**src/rtl/uart_tx_sched_pkg.sv**
```systemverilog
// Shared types and defaults for the UART transmit scheduler.
// The scheduler drains two holding buffers (ALU result word, register-file
// read byte) into a single byte-wide UART transmitter.
package uart_tx_sched_pkg;

  localparam int DATA_WIDTH_DEF = 8;
  localparam int TMO_CYCLES_DEF = 4;

  // Scheduler FSM states.
  typedef enum logic [1:0] {
    ST_IDLE    = 2'd0,
    ST_ISSUE   = 2'd1,
    ST_WAIT_HI = 2'd2,
    ST_WAIT_LO = 2'd3
  } sched_state_e;

  // Transfer sources. Bit position in request/grant vectors matches the value.
  typedef enum logic {
    SRC_ALU = 1'b0,
    SRC_RF  = 1'b1
  } src_e;

endpackage

```
**src/rtl/uart_tx_sched_if.sv**
```systemverilog
// Bus bundle between the scheduler, its two data sources and the UART.
//
// Handshake rules:
//   ALU_VLD/ALU_RDY and RF_RD_VLD/RF_RDY are valid/ready pairs: a word moves on
//   a rising CLK edge where VLD and RDY are both high. VLD may rise without
//   waiting for RDY; RDY never depends combinationally on VLD. After a word
//   moves, RDY stays low until that word has fully left the transmitter.
//   TX_D_VLD is a one-cycle strobe with no ready; the transmitter pushes back
//   with TX_BUSY instead, and the scheduler never strobes while TX_BUSY is high
//   in IDLE.
interface uart_tx_sched_if
  import uart_tx_sched_pkg::*;
#(
  parameter int DATA_WIDTH = DATA_WIDTH_DEF
);

  logic [2*DATA_WIDTH-1:0] ALU_OUT;
  logic                    ALU_VLD;
  logic                    ALU_RDY;
  logic [DATA_WIDTH-1:0]   RF_RD_DATA;
  logic                    RF_RD_VLD;
  logic                    RF_RDY;
  logic                    TX_BUSY;
  logic [DATA_WIDTH-1:0]   TX_P_DATA;
  logic                    TX_D_VLD;
  logic                    TMO_ERR;
  logic                    SCHED_BUSY;
  sched_state_e            DBG_STATE;

  // Environment side: sources, transmitter and observers.
  modport master (
    output ALU_OUT, ALU_VLD, RF_RD_DATA, RF_RD_VLD, TX_BUSY,
    input  ALU_RDY, RF_RDY, TX_P_DATA, TX_D_VLD, TMO_ERR, SCHED_BUSY, DBG_STATE
  );

  // Scheduler side.
  modport slave (
    input  ALU_OUT, ALU_VLD, RF_RD_DATA, RF_RD_VLD, TX_BUSY,
    output ALU_RDY, RF_RDY, TX_P_DATA, TX_D_VLD, TMO_ERR, SCHED_BUSY, DBG_STATE
  );

endinterface

```
**src/rtl/uart_tx_sched_rr_arb2.sv**
```systemverilog
// Two-way round-robin arbiter. A lone requester always wins; on a tie the
// source that was not granted last wins. Purely combinational: the caller
// owns the last-grant pointer and decides when it advances.
module rr_arb2
  import uart_tx_sched_pkg::*;
(
  input  logic [1:0] i_req,   // bit0 = ALU, bit1 = RF
  input  src_e       i_last,  // source granted by the most recent completed transfer
  output logic [1:0] o_gnt    // one-hot grant, same bit order as i_req
);

  // Grant selection: single requester passes straight through, tie alternates.
  always_comb begin
    o_gnt = 2'b00;
    case (i_req)
      2'b01:   o_gnt = 2'b01;
      2'b10:   o_gnt = 2'b10;
      2'b11:   o_gnt = (i_last == SRC_ALU) ? 2'b10 : 2'b01;
      default: o_gnt = 2'b00;
    endcase
  end

endmodule

```
**src/rtl/uart_tx_sched.sv**
```systemverilog
// UART transmit scheduler: buffers one ALU word (sent low byte then high
// byte) and one register-file byte, arbitrates between them round-robin and
// feeds the UART transmitter one byte at a time, watching TX_BUSY to pace
// itself. A byte whose strobe is not answered by TX_BUSY within TMO_CYCLES
// is flagged on TMO_ERR and strobed again.
module uart_tx_sched
  import uart_tx_sched_pkg::*;
#(
  parameter int DATA_WIDTH = DATA_WIDTH_DEF,
  parameter int TMO_CYCLES = TMO_CYCLES_DEF
) (
  input logic             CLK,
  input logic             RST,   // asynchronous, active low
  uart_tx_sched_if.slave  bus
);

  localparam int TW = (TMO_CYCLES > 1) ? $clog2(TMO_CYCLES) : 1;
  localparam logic [TW-1:0] TMO_LAST = TW'(TMO_CYCLES - 1);

  // Holding buffers
  logic                    r_alu_pend;
  logic [2*DATA_WIDTH-1:0] r_alu_data;
  logic                    r_rf_pend;
  logic [DATA_WIDTH-1:0]   r_rf_data;

  // Scheduler state
  sched_state_e            r_state;
  sched_state_e            w_state_nxt;
  src_e                    r_sel;
  src_e                    w_sel_nxt;
  logic                    r_byte_idx;
  logic                    w_byte_idx_nxt;
  logic [TW-1:0]           r_tmo_cnt;
  logic [TW-1:0]           w_tmo_cnt_nxt;
  src_e                    r_last;
  logic [DATA_WIDTH-1:0]   r_tx_p_data;
  logic                    r_tmo_err;

  // Control strobes from the next-state logic
  logic                    w_load;      // present a new byte on TX_P_DATA
  logic                    w_done;      // granted transfer has fully completed
  logic                    w_tmo_fire;  // WAIT_HI ran out of patience
  logic                    w_alu_acc;
  logic                    w_rf_acc;
  logic [1:0]              w_gnt;
  logic [DATA_WIDTH-1:0]   w_byte;

  assign w_alu_acc = bus.ALU_VLD   & ~r_alu_pend;
  assign w_rf_acc  = bus.RF_RD_VLD & ~r_rf_pend;

  rr_arb2 u_arb (
    .i_req  ({r_rf_pend, r_alu_pend}),
    .i_last (r_last),
    .o_gnt  (w_gnt)
  );

  // Next-state and control decode for the scheduler FSM.
  always_comb begin
    w_state_nxt    = r_state;
    w_sel_nxt      = r_sel;
    w_byte_idx_nxt = r_byte_idx;
    w_tmo_cnt_nxt  = r_tmo_cnt;
    w_load         = 1'b0;
    w_done         = 1'b0;
    w_tmo_fire     = 1'b0;
    case (r_state)
      ST_IDLE: begin
        // A busy transmitter holds off the grant entirely.
        if ((r_alu_pend || r_rf_pend) && !bus.TX_BUSY) begin
          w_sel_nxt      = (w_gnt == 2'b10) ? SRC_RF : SRC_ALU;
          w_byte_idx_nxt = 1'b0;
          w_load         = 1'b1;
          w_state_nxt    = ST_ISSUE;
        end
      end
      ST_ISSUE: begin
        w_tmo_cnt_nxt = '0;
        w_state_nxt   = ST_WAIT_HI;
      end
      ST_WAIT_HI: begin
        if (bus.TX_BUSY) begin
          w_tmo_cnt_nxt = '0;
          w_state_nxt   = ST_WAIT_LO;
        end else if (r_tmo_cnt == TMO_LAST) begin
          // TX_P_DATA is left untouched so the retry carries the same byte.
          w_tmo_cnt_nxt = '0;
          w_tmo_fire    = 1'b1;
          w_state_nxt   = ST_ISSUE;
        end else begin
          w_tmo_cnt_nxt = r_tmo_cnt + 1'b1;
        end
      end
      ST_WAIT_LO: begin
        if (!bus.TX_BUSY) begin
          if (r_sel == SRC_ALU && !r_byte_idx) begin
            // High byte follows straight away, no trip through IDLE.
            w_byte_idx_nxt = 1'b1;
            w_load         = 1'b1;
            w_state_nxt    = ST_ISSUE;
          end else begin
            w_done      = 1'b1;
            w_state_nxt = ST_IDLE;
          end
        end
      end
      default: w_state_nxt = ST_IDLE;
    endcase
  end

  // Byte to load onto TX_P_DATA for the source/index about to be issued.
  always_comb begin
    w_byte = r_alu_data[DATA_WIDTH-1:0];
    if (w_sel_nxt == SRC_RF) begin
      w_byte = r_rf_data;
    end else if (w_byte_idx_nxt) begin
      w_byte = r_alu_data[2*DATA_WIDTH-1:DATA_WIDTH];
    end
  end

  // FSM state register plus the transfer bookkeeping that moves with it.
  always_ff @(posedge CLK or negedge RST) begin
    if (!RST) begin
      r_state     <= ST_IDLE;
      r_sel       <= SRC_ALU;
      r_byte_idx  <= 1'b0;
      r_tmo_cnt   <= '0;
      r_last      <= SRC_RF;
      r_tx_p_data <= '0;
      r_tmo_err   <= 1'b0;
    end else begin
      r_state    <= w_state_nxt;
      r_sel      <= w_sel_nxt;
      r_byte_idx <= w_byte_idx_nxt;
      r_tmo_cnt  <= w_tmo_cnt_nxt;
      r_tmo_err  <= w_tmo_fire;
      if (w_load) begin
        r_tx_p_data <= w_byte;
      end
      if (w_done) begin
        r_last <= r_sel;
      end
    end
  end

  // ALU holding buffer: capture on accept, release only when the word is out.
  always_ff @(posedge CLK or negedge RST) begin
    if (!RST) begin
      r_alu_pend <= 1'b0;
      r_alu_data <= '0;
    end else if (w_alu_acc) begin
      r_alu_pend <= 1'b1;
      r_alu_data <= bus.ALU_OUT;
    end else if (w_done && r_sel == SRC_ALU) begin
      r_alu_pend <= 1'b0;
    end
  end

  // RF holding buffer: capture on accept, release only when the byte is out.
  always_ff @(posedge CLK or negedge RST) begin
    if (!RST) begin
      r_rf_pend <= 1'b0;
      r_rf_data <= '0;
    end else if (w_rf_acc) begin
      r_rf_pend <= 1'b1;
      r_rf_data <= bus.RF_RD_DATA;
    end else if (w_done && r_sel == SRC_RF) begin
      r_rf_pend <= 1'b0;
    end
  end

  assign bus.ALU_RDY    = ~r_alu_pend;
  assign bus.RF_RDY     = ~r_rf_pend;
  assign bus.TX_P_DATA  = r_tx_p_data;
  assign bus.TX_D_VLD   = (r_state == ST_ISSUE);
  assign bus.TMO_ERR    = r_tmo_err;
  assign bus.SCHED_BUSY = (r_state != ST_IDLE);
  assign bus.DBG_STATE  = r_state;

endmodule

```
**src/flat_wrapper.sv**
```systemverilog
// flat-port wrapper written by rule: the top's interface ports become plain ports
module uart_tx_sched_flat import uart_tx_sched_pkg::*;
#(
  parameter int DATA_WIDTH = DATA_WIDTH_DEF,
  parameter int TMO_CYCLES = TMO_CYCLES_DEF
)
  (CLK, RST, bus_ALU_OUT, bus_ALU_VLD, bus_RF_RD_DATA, bus_RF_RD_VLD, bus_TX_BUSY, bus_ALU_RDY, bus_RF_RDY, bus_TX_P_DATA, bus_TX_D_VLD, bus_TMO_ERR, bus_SCHED_BUSY, bus_DBG_STATE);
  uart_tx_sched_if #(.DATA_WIDTH(DATA_WIDTH)) bus_i ();
  input logic CLK;
  input logic RST;
  input wire logic [$bits(bus_i.ALU_OUT)-1:0] bus_ALU_OUT;
  input wire logic [$bits(bus_i.ALU_VLD)-1:0] bus_ALU_VLD;
  input wire logic [$bits(bus_i.RF_RD_DATA)-1:0] bus_RF_RD_DATA;
  input wire logic [$bits(bus_i.RF_RD_VLD)-1:0] bus_RF_RD_VLD;
  input wire logic [$bits(bus_i.TX_BUSY)-1:0] bus_TX_BUSY;
  output wire logic [$bits(bus_i.ALU_RDY)-1:0] bus_ALU_RDY;
  output wire logic [$bits(bus_i.RF_RDY)-1:0] bus_RF_RDY;
  output wire logic [$bits(bus_i.TX_P_DATA)-1:0] bus_TX_P_DATA;
  output wire logic [$bits(bus_i.TX_D_VLD)-1:0] bus_TX_D_VLD;
  output wire logic [$bits(bus_i.TMO_ERR)-1:0] bus_TMO_ERR;
  output wire logic [$bits(bus_i.SCHED_BUSY)-1:0] bus_SCHED_BUSY;
  output wire logic [$bits(bus_i.DBG_STATE)-1:0] bus_DBG_STATE;
  assign bus_i.ALU_OUT = bus_ALU_OUT;
  assign bus_i.ALU_VLD = bus_ALU_VLD;
  assign bus_i.RF_RD_DATA = bus_RF_RD_DATA;
  assign bus_i.RF_RD_VLD = bus_RF_RD_VLD;
  assign bus_i.TX_BUSY = bus_TX_BUSY;
  assign bus_ALU_RDY = bus_i.ALU_RDY;
  assign bus_RF_RDY = bus_i.RF_RDY;
  assign bus_TX_P_DATA = bus_i.TX_P_DATA;
  assign bus_TX_D_VLD = bus_i.TX_D_VLD;
  assign bus_TMO_ERR = bus_i.TMO_ERR;
  assign bus_SCHED_BUSY = bus_i.SCHED_BUSY;
  assign bus_DBG_STATE = bus_i.DBG_STATE;
  uart_tx_sched #(.DATA_WIDTH(DATA_WIDTH), .TMO_CYCLES(TMO_CYCLES)) u_core (.CLK(CLK), .RST(RST), .bus(bus_i));
endmodule
```
**config.mk**
```make
export PLATFORM = sky130hd
export DESIGN_NAME = uart_tx_sched_flat
export DESIGN_NICKNAME = d
export VERILOG_FILES = /design/src/rtl/uart_tx_sched_pkg.sv /design/src/rtl/uart_tx_sched_if.sv /design/src/rtl/uart_tx_sched_rr_arb2.sv /design/src/rtl/uart_tx_sched.sv /design/src/flat_wrapper.sv
export SDC_FILE = /design/constraint.sdc
export NUM_CORES = 1
export LEC_CHECK = 0
export BUFFER_PORTS_ARGS = -buffer_cell sky130_fd_sc_hd__buf_2
export CAP_MARGIN = 20
export CORE_MARGIN = 2
export CORE_UTILIZATION = 50
export CTS_CLUSTER_DIAMETER = 100
export DETAILED_ROUTE_END_ITERATION = 8
export GPL_TIMING_DRIVEN = 0
export HOLD_SLACK_MARGIN = 0.1
export PLACE_DENSITY = 0.74
export SYNTH_ARGS = -nofsm -noshare
export SYNTH_HDL_FRONTEND = slang
export SYNTH_SLANG_ARGS = --single-unit
export TNS_END_PERCENT = 50
```
**constraint.sdc**
```tcl
create_clock -name CLK -period 2.3 [get_ports CLK]
set_input_delay 0.575 -clock CLK [delete_from_list [all_inputs] [get_ports CLK]]
set_output_delay 0.575 -clock CLK [all_outputs]
set_load 0.005 [all_outputs]
```
==> metrics, run 1 <==
Post-route DRC 0; worst slew pin tran 905 ps; DR WL met3 191 µm; Setup violations, final 0; clock buffer count from CTS 5; Hold Slack 401 ps; CP Launch Type register; placed wire-length estimate 2810 µm; ys async rst share 1.00; cell at the slowest stage of the critical path dfrtp_2; combinational share of power 0.419; first-pass GRT wire length 6070 µm; #FFs+latches synth 42; area grow syn2layout 17.9%; uppermost layer routed met4; drt first pass iters 4; gr ovfl total 0; share of the synthesized area in the top cell type 0.502; CTS H-tree depth 2; CTS Hold Bufs 0; top cell family by delay on the critical path compound AO/OA/AOI/OAI gates; die area 0.00462 mm²; CP Buf/Inv Count 2; Iteration-0 DRC Markers 103; Yosys cell types 38; Mapped Avg Cell Area 12.0 µm²; CP Class register to register; Synth Warn # 0; vias per cell 5.25; worst skew pair latency 300 ps; Crit. path cell count 7; Initial Utilization 0.515; cell-internal power 1.89 mW; post-CTS setup buffers 0; die height 68.0 µm; # clock sinks 42; setup_tns 0 ps; total core area 0.00397 mm²; Hold Crit Class input pin to asynchronous set/reset pin; VDD IR max 0.557 mV; CP Capture Type register; fmax 461 MHz; post-CTS resize count 0; Syn Inst Count 171; CP Cell Sequence inv_1, ha_1, a211o_2, o22ai_1, buf_6, mux2i_1, o221ai_2; Synth area leader dfrtp_1; RSZ-0062 raised after global routing false; Syn Nets 205; Worst Path Arrival 2350 ps; Lkg Pwr 1.20 nW; Post-synth top flop dfrtp_1; PD cells 1240 mW/mm²; final net count 255; CTS max path bufs 2; Slew Viols, Final 0; Routed Antenna Nets 0; TritonCTS clock tree yes; status completed; worst-path fanout max 9; synth top area cells dfrtp_1 (50%), mux2_2 (8.8%), o221ai_2 (5.9%); M1 WL 1820 µm; WL met2 1640 µm; Final period util 0.943; Die Width 68.0 µm; post-layout min period 2170 ps; slowest stage delay, CP 440 ps; P_sw 1.09 mW; share of total power in the clock network 0.157; Vias 1,427; switching part of the total 0.366; ANT cells 0; fraction of layout cells with a size suffix above 1 0.414; worst path required time 2480 ps; Rel. slew slack 0.397; post-DR wirelength/cell 13.8 µm; maxcap violations 0; R2R depth 7; largest net degree at the start of global routing 43; number of global-route vias before repair 1,327; Clk Tree Root Cell clkbuf_8; top-level port count 44; sequential share of the synthesized area 0.514; Routed WL 3740 µm; Total GRT Usage 0.183; initial antenna violation count 0; Total Power 2.99 mW; sequential fraction of design power 0.424; input/output buffers 43; Final GP Congestion 0.863; clk slew on worst S/H paths 80 ps; FP Rows 23; Fin Clk Skew 7.69 ps; Hold Vio Cnt, Final 0; area of the mapped netlist 0.00205 mm²; Final Util 0.607; Post-synth EDFFs 0
==> layout make-up <==
cell class                 instances  area (µm²)
buffer                             9        72.6
clock buffer                       6        72.6
clock inverter                     2        13.8
fill                             340        1560
inverter                          17        63.8
multi-input combinational        103         857
sequential                        42        1050
tap                               50        62.6
timing repair buffer              43         215
==> synthesized netlist by cell type (all sizes together) (3+ instances only) <==
cell type,n
dfrtp,41
mux2i,8
o221ai,8
inv,17
nor2,4
nor2b,3
nand2,13
ha,5
buf,6
o21ai,19
mux2,16
clkbuf,3
==> kinds of logic (layout without fill, tap and decap cells) <==
logic type,count (synthesis),in the layout,share of synthesized area
mux,24,24,0.127
compound gates,38,38,0.158
fa+ha+maj,5,5,0.0306
flops,42,42,0.514
buf+inv,26,77,0.0667
simple gates,36,36,0.103
==> sequential cells by signal, indices dropped and copies added (netlist names) <==
signal and flops:
u_core.r_rf_data 8, u_core.r_tmo_cnt 2, u_core.bus.DBG_STATE 2, u_core.bus.TX_P_DATA 8
u_core.r_sel 1, u_core.r_alu_pend 1, u_core.r_alu_data 16, u_core.bus.TMO_ERR 1
u_core.r_byte_idx 1, u_core.r_last 1, u_core.r_rf_pend 1
==> final timing paths <==
path                                              start                 endpoint  slack [ps]
worst max register to register  u_core.bus.DBG_STATE[1]  u_core.bus.TX_P_DATA[3]         130
worst max-delay path            u_core.bus.DBG_STATE[1]  u_core.bus.TX_P_DATA[3]         130
worst min register to register            u_core.r_last            u_core.r_last         460
max in group asynchronous                           RST  u_core.bus.DBG_STATE[0]        1290
worst min-delay path                                RST      u_core.r_rf_data[6]         400
min in group CLK                          u_core.r_last            u_core.r_last         460
==> layout by cell type (no fill, tap or decap), drive strengths merged, types with 2 or more instances in the layout <==
| cell type | synthesis | layout |
|---|---|---|
| o21ai | 19 | 19 |
| ha | 5 | 5 |
| and2b | 2 | 2 |
| nor2b | 3 | 3 |
| mux2i | 8 | 8 |
| inv | 17 | 17 |
| nand3b | 2 | 2 |
| nor3 | 2 | 2 |
| or3b | 2 | 2 |
| buf | 6 | 49 |
| nor2 | 4 | 4 |
| nand4b | 2 | 2 |
| dfrtp | 41 | 41 |
| o221ai | 8 | 8 |
| nand2 | 13 | 13 |
| clkbuf | 3 | 9 |
| clkinv | 0 | 2 |
| mux2 | 16 | 16 |
==> metrics by stage <==
step	cell area (µm²)	setup WS (ps)	std cells
CTS	2410	55.0	272
floorplan	2050	318	171
global placement	2320	103	264
detailed placement	2320	66.4	264
global route	2410	13.9	272
finish	2410	131	272
==> layer usage <==
| metal | vias up | GRT usage |
|---|---|---|
| met1 | 682 | 0.251 |
| met2 | 36 | 0.268 |
| met4 | 0 | 0.0975 |
| met3 | 10 | 0.0444 |
| li1 | 699 | - |
| met5 | - | 0 |
==> power by group through the flow <==
stage / clock network, mW / logic, mW / registers [mW]
after floorplan: 0 / 0.949 / 1.23
after CTS: 0.477 / 1.27 / 1.26
after global routing: 0.508 / 1.41 / 1.31
final: 0.468 / 1.25 / 1.27
after global placement: 0 / 1.24 / 1.26
after detailed placement: 0 / 1.27 / 1.28
(Power assumes the default switching activity.)
==> inputs of run 2 (changes only) <==
--- a/config.mk
+++ b/config.mk
@@ -7,6 +7,7 @@
 export LEC_CHECK = 0
 export BUFFER_PORTS_ARGS = -buffer_cell sky130_fd_sc_hd__buf_2
 export CAP_MARGIN = 20
+export CORE_ASPECT_RATIO = 1.1
 export CORE_MARGIN = 2
 export CORE_UTILIZATION = 50
 export CTS_CLUSTER_DIAMETER = 100
==> run 2 against run 1 <==
Total power increased by 4.6%. Worst setup slack improved by 76 ps. Final cell count increased by 0.74%. Fmax increased by 3.6%. Sequential share of layout area decreased by 0.65 points. Combinational power about the same. Largest power group is now combinational cells. Largest cell class unchanged. Count of clock-buffer cells in the layout decreased by 1. Hold slack improved by 5.2 ps. Cell area increased by 1.5%. Register-to-register slack improved by 80 ps.
==> metrics, run 2 (synthesis results as in run 1) <==
P_sw 1.11 mW; CP Launch Type register; Largest Register u_core.r_alu_data; area grow syn2layout 19.7%; CTS H-tree depth 2; setup_tns 0 ps; Iteration-0 DRC Markers 67; PD cells 1280 mW/mm²; Clk Tree Root Cell clkbuf_8; M1 WL 1690 µm; Lkg Pwr 1.20 nW; gr ovfl total 0; largest net degree at the start of global routing 43; Cell Area, Placed 0.00233 mm²; fmax 478 MHz; slowest stage delay, CP 470 ps; CP Class register to register; Routed WL 3830 µm; Setup violations, final 0; CTS max path bufs 2; Fillers 355; Total Power 3.12 mW; WL met2 1860 µm; worst slew pin tran 927 ps; worst skew pair latency 300 ps; Rel. slew slack 0.382; Die Width 65.0 µm; maxcap violations 0; worst-path fanout max 9; placed wire-length estimate 2840 µm; Post-route DRC 0; VDD IR max 0.682 mV; Total GRT Usage 0.189; vias per cell 5.17; Fin Clk Skew 9.28 ps; CP Buf/Inv Count 2; post-CTS setup buffers 0; number of global-route vias before repair 1,453; DR WL met3 226 µm; initial antenna violation count 0; post-layout min period 2090 ps; total core area 0.00393 mm²; share of total power in the clock network 0.188; clk slew on worst S/H paths 90 ps; top-level port count 44; clock buffer count from CTS 5; ANT cells 0; post-CTS resize count 0; Final GP Congestion 0.776; CP Capture Type register; sequential fraction of design power 0.405; commonest non-fill, non-tap cell in the layout buf_2; final net count 255; status completed; FP Rows 24; first-pass GRT wire length 6680 µm; CTS Hold Bufs 0; combinational share of power 0.408; uppermost layer routed met4; die area 0.00462 mm²; cell at the slowest stage of the critical path dfrtp_2; Storage cell area 0.00105 mm²; Vias 1,416; Hold Crit Class input pin to asynchronous set/reset pin; Initial Utilization 0.520; cell-internal power 2.02 mW; die height 71.1 µm; post-DR wirelength/cell 14.0 µm; Slew Viols, Final 0; switching part of the total 0.354; Worst Path Arrival 2260 ps; top cell family by delay on the critical path compound AO/OA/AOI/OAI gates; drt first pass iters 4; Hold Vio Cnt, Final 0; Largest register FFs 16; # clock sinks 42; input/output buffers 43; worst path required time 2470 ps; TritonCTS clock tree yes; RSZ-0062 raised after global routing false; footprint of the multi-input gates 863 µm²; Routed Antenna Nets 0; fin area 0.00245 mm²; fraction of layout cells with a size suffix above 1 0.428; Final period util 0.910; CP Cell Sequence inv_1, ha_2, a211o_2, o22ai_1, buf_6, mux2i_2, o221ai_2; most frequent cells in the layout buf_2 (44), dfrtp_1 (39), o21ai_0 (19)
==> run 2: worst reg2reg max path: cells and delay by family, from the launching register on <==
kind | cells | cell delay, ps
DFF | 1 | 470
AOI/OAI and AO/OA | 3 | 620
buffers and inverters | 2 | 300
adders and majority gates | 1 | 320
muxes | 1 | 250
==> run 2: worst paths after layout <==
kind | startpoint | endpoint | slack [ps] | depth (start not counted)
setup / recovery | u_core.bus.DBG_STATE[1] | u_core.bus.TX_P_DATA[4] | 210 | 7
hold / removal | RST | u_core.r_tmo_cnt[0] | 410 | 1
max in group asynchronous | RST | u_core.bus.DBG_STATE[0] | 1250 | 1
setup reg to reg | u_core.bus.DBG_STATE[1] | u_core.bus.TX_P_DATA[4] | 210 | 7
hold reg to reg | u_core.r_last | u_core.r_last | 470 | 2
min in group CLK | u_core.r_last | u_core.r_last | 470 | 2
==> run 2: stage by stage <==
stage,worst slack (ps),utilization,hold WS [ps],instances
floorplan,318,-,279,171
finish,206,0.622,406,274
CTS,72.8,0.620,431,274
detailed placement,117,0.591,460,266
global placement,132,0.591,445,266
global route,41.3,0.622,462,274
==> run 2: layout make-up <==
cell class	instances	area share
clock buffer	5	0.0281
tap	52	0.0266
multi-input combinational	103	0.353
timing repair buffer	43	0.0879
sequential	42	0.431
inverter	17	0.0261
buffer	9	0.0296
clock inverter	3	0.0184
==> run 2: power groups by stage <==
stage	sequential [mW]	clock, mW	combinational, mW
3_5_place_dp	1.28	0	1.27
2_1_floorplan	1.23	0	0.949
6_report	1.26	0.586	1.27
4_1_cts	1.26	0.598	1.28
5_1_grt	1.31	0.620	1.43
3_3_place_gp	1.26	0	1.25
==> run 2: metal layers <==
metal / up-vias / GRT usage
met5: - / 0
met4: 0 / 0.0638
met3: 5 / 0.0525
met2: 39 / 0.300
met1: 678 / 0.250
li1: 694 / -
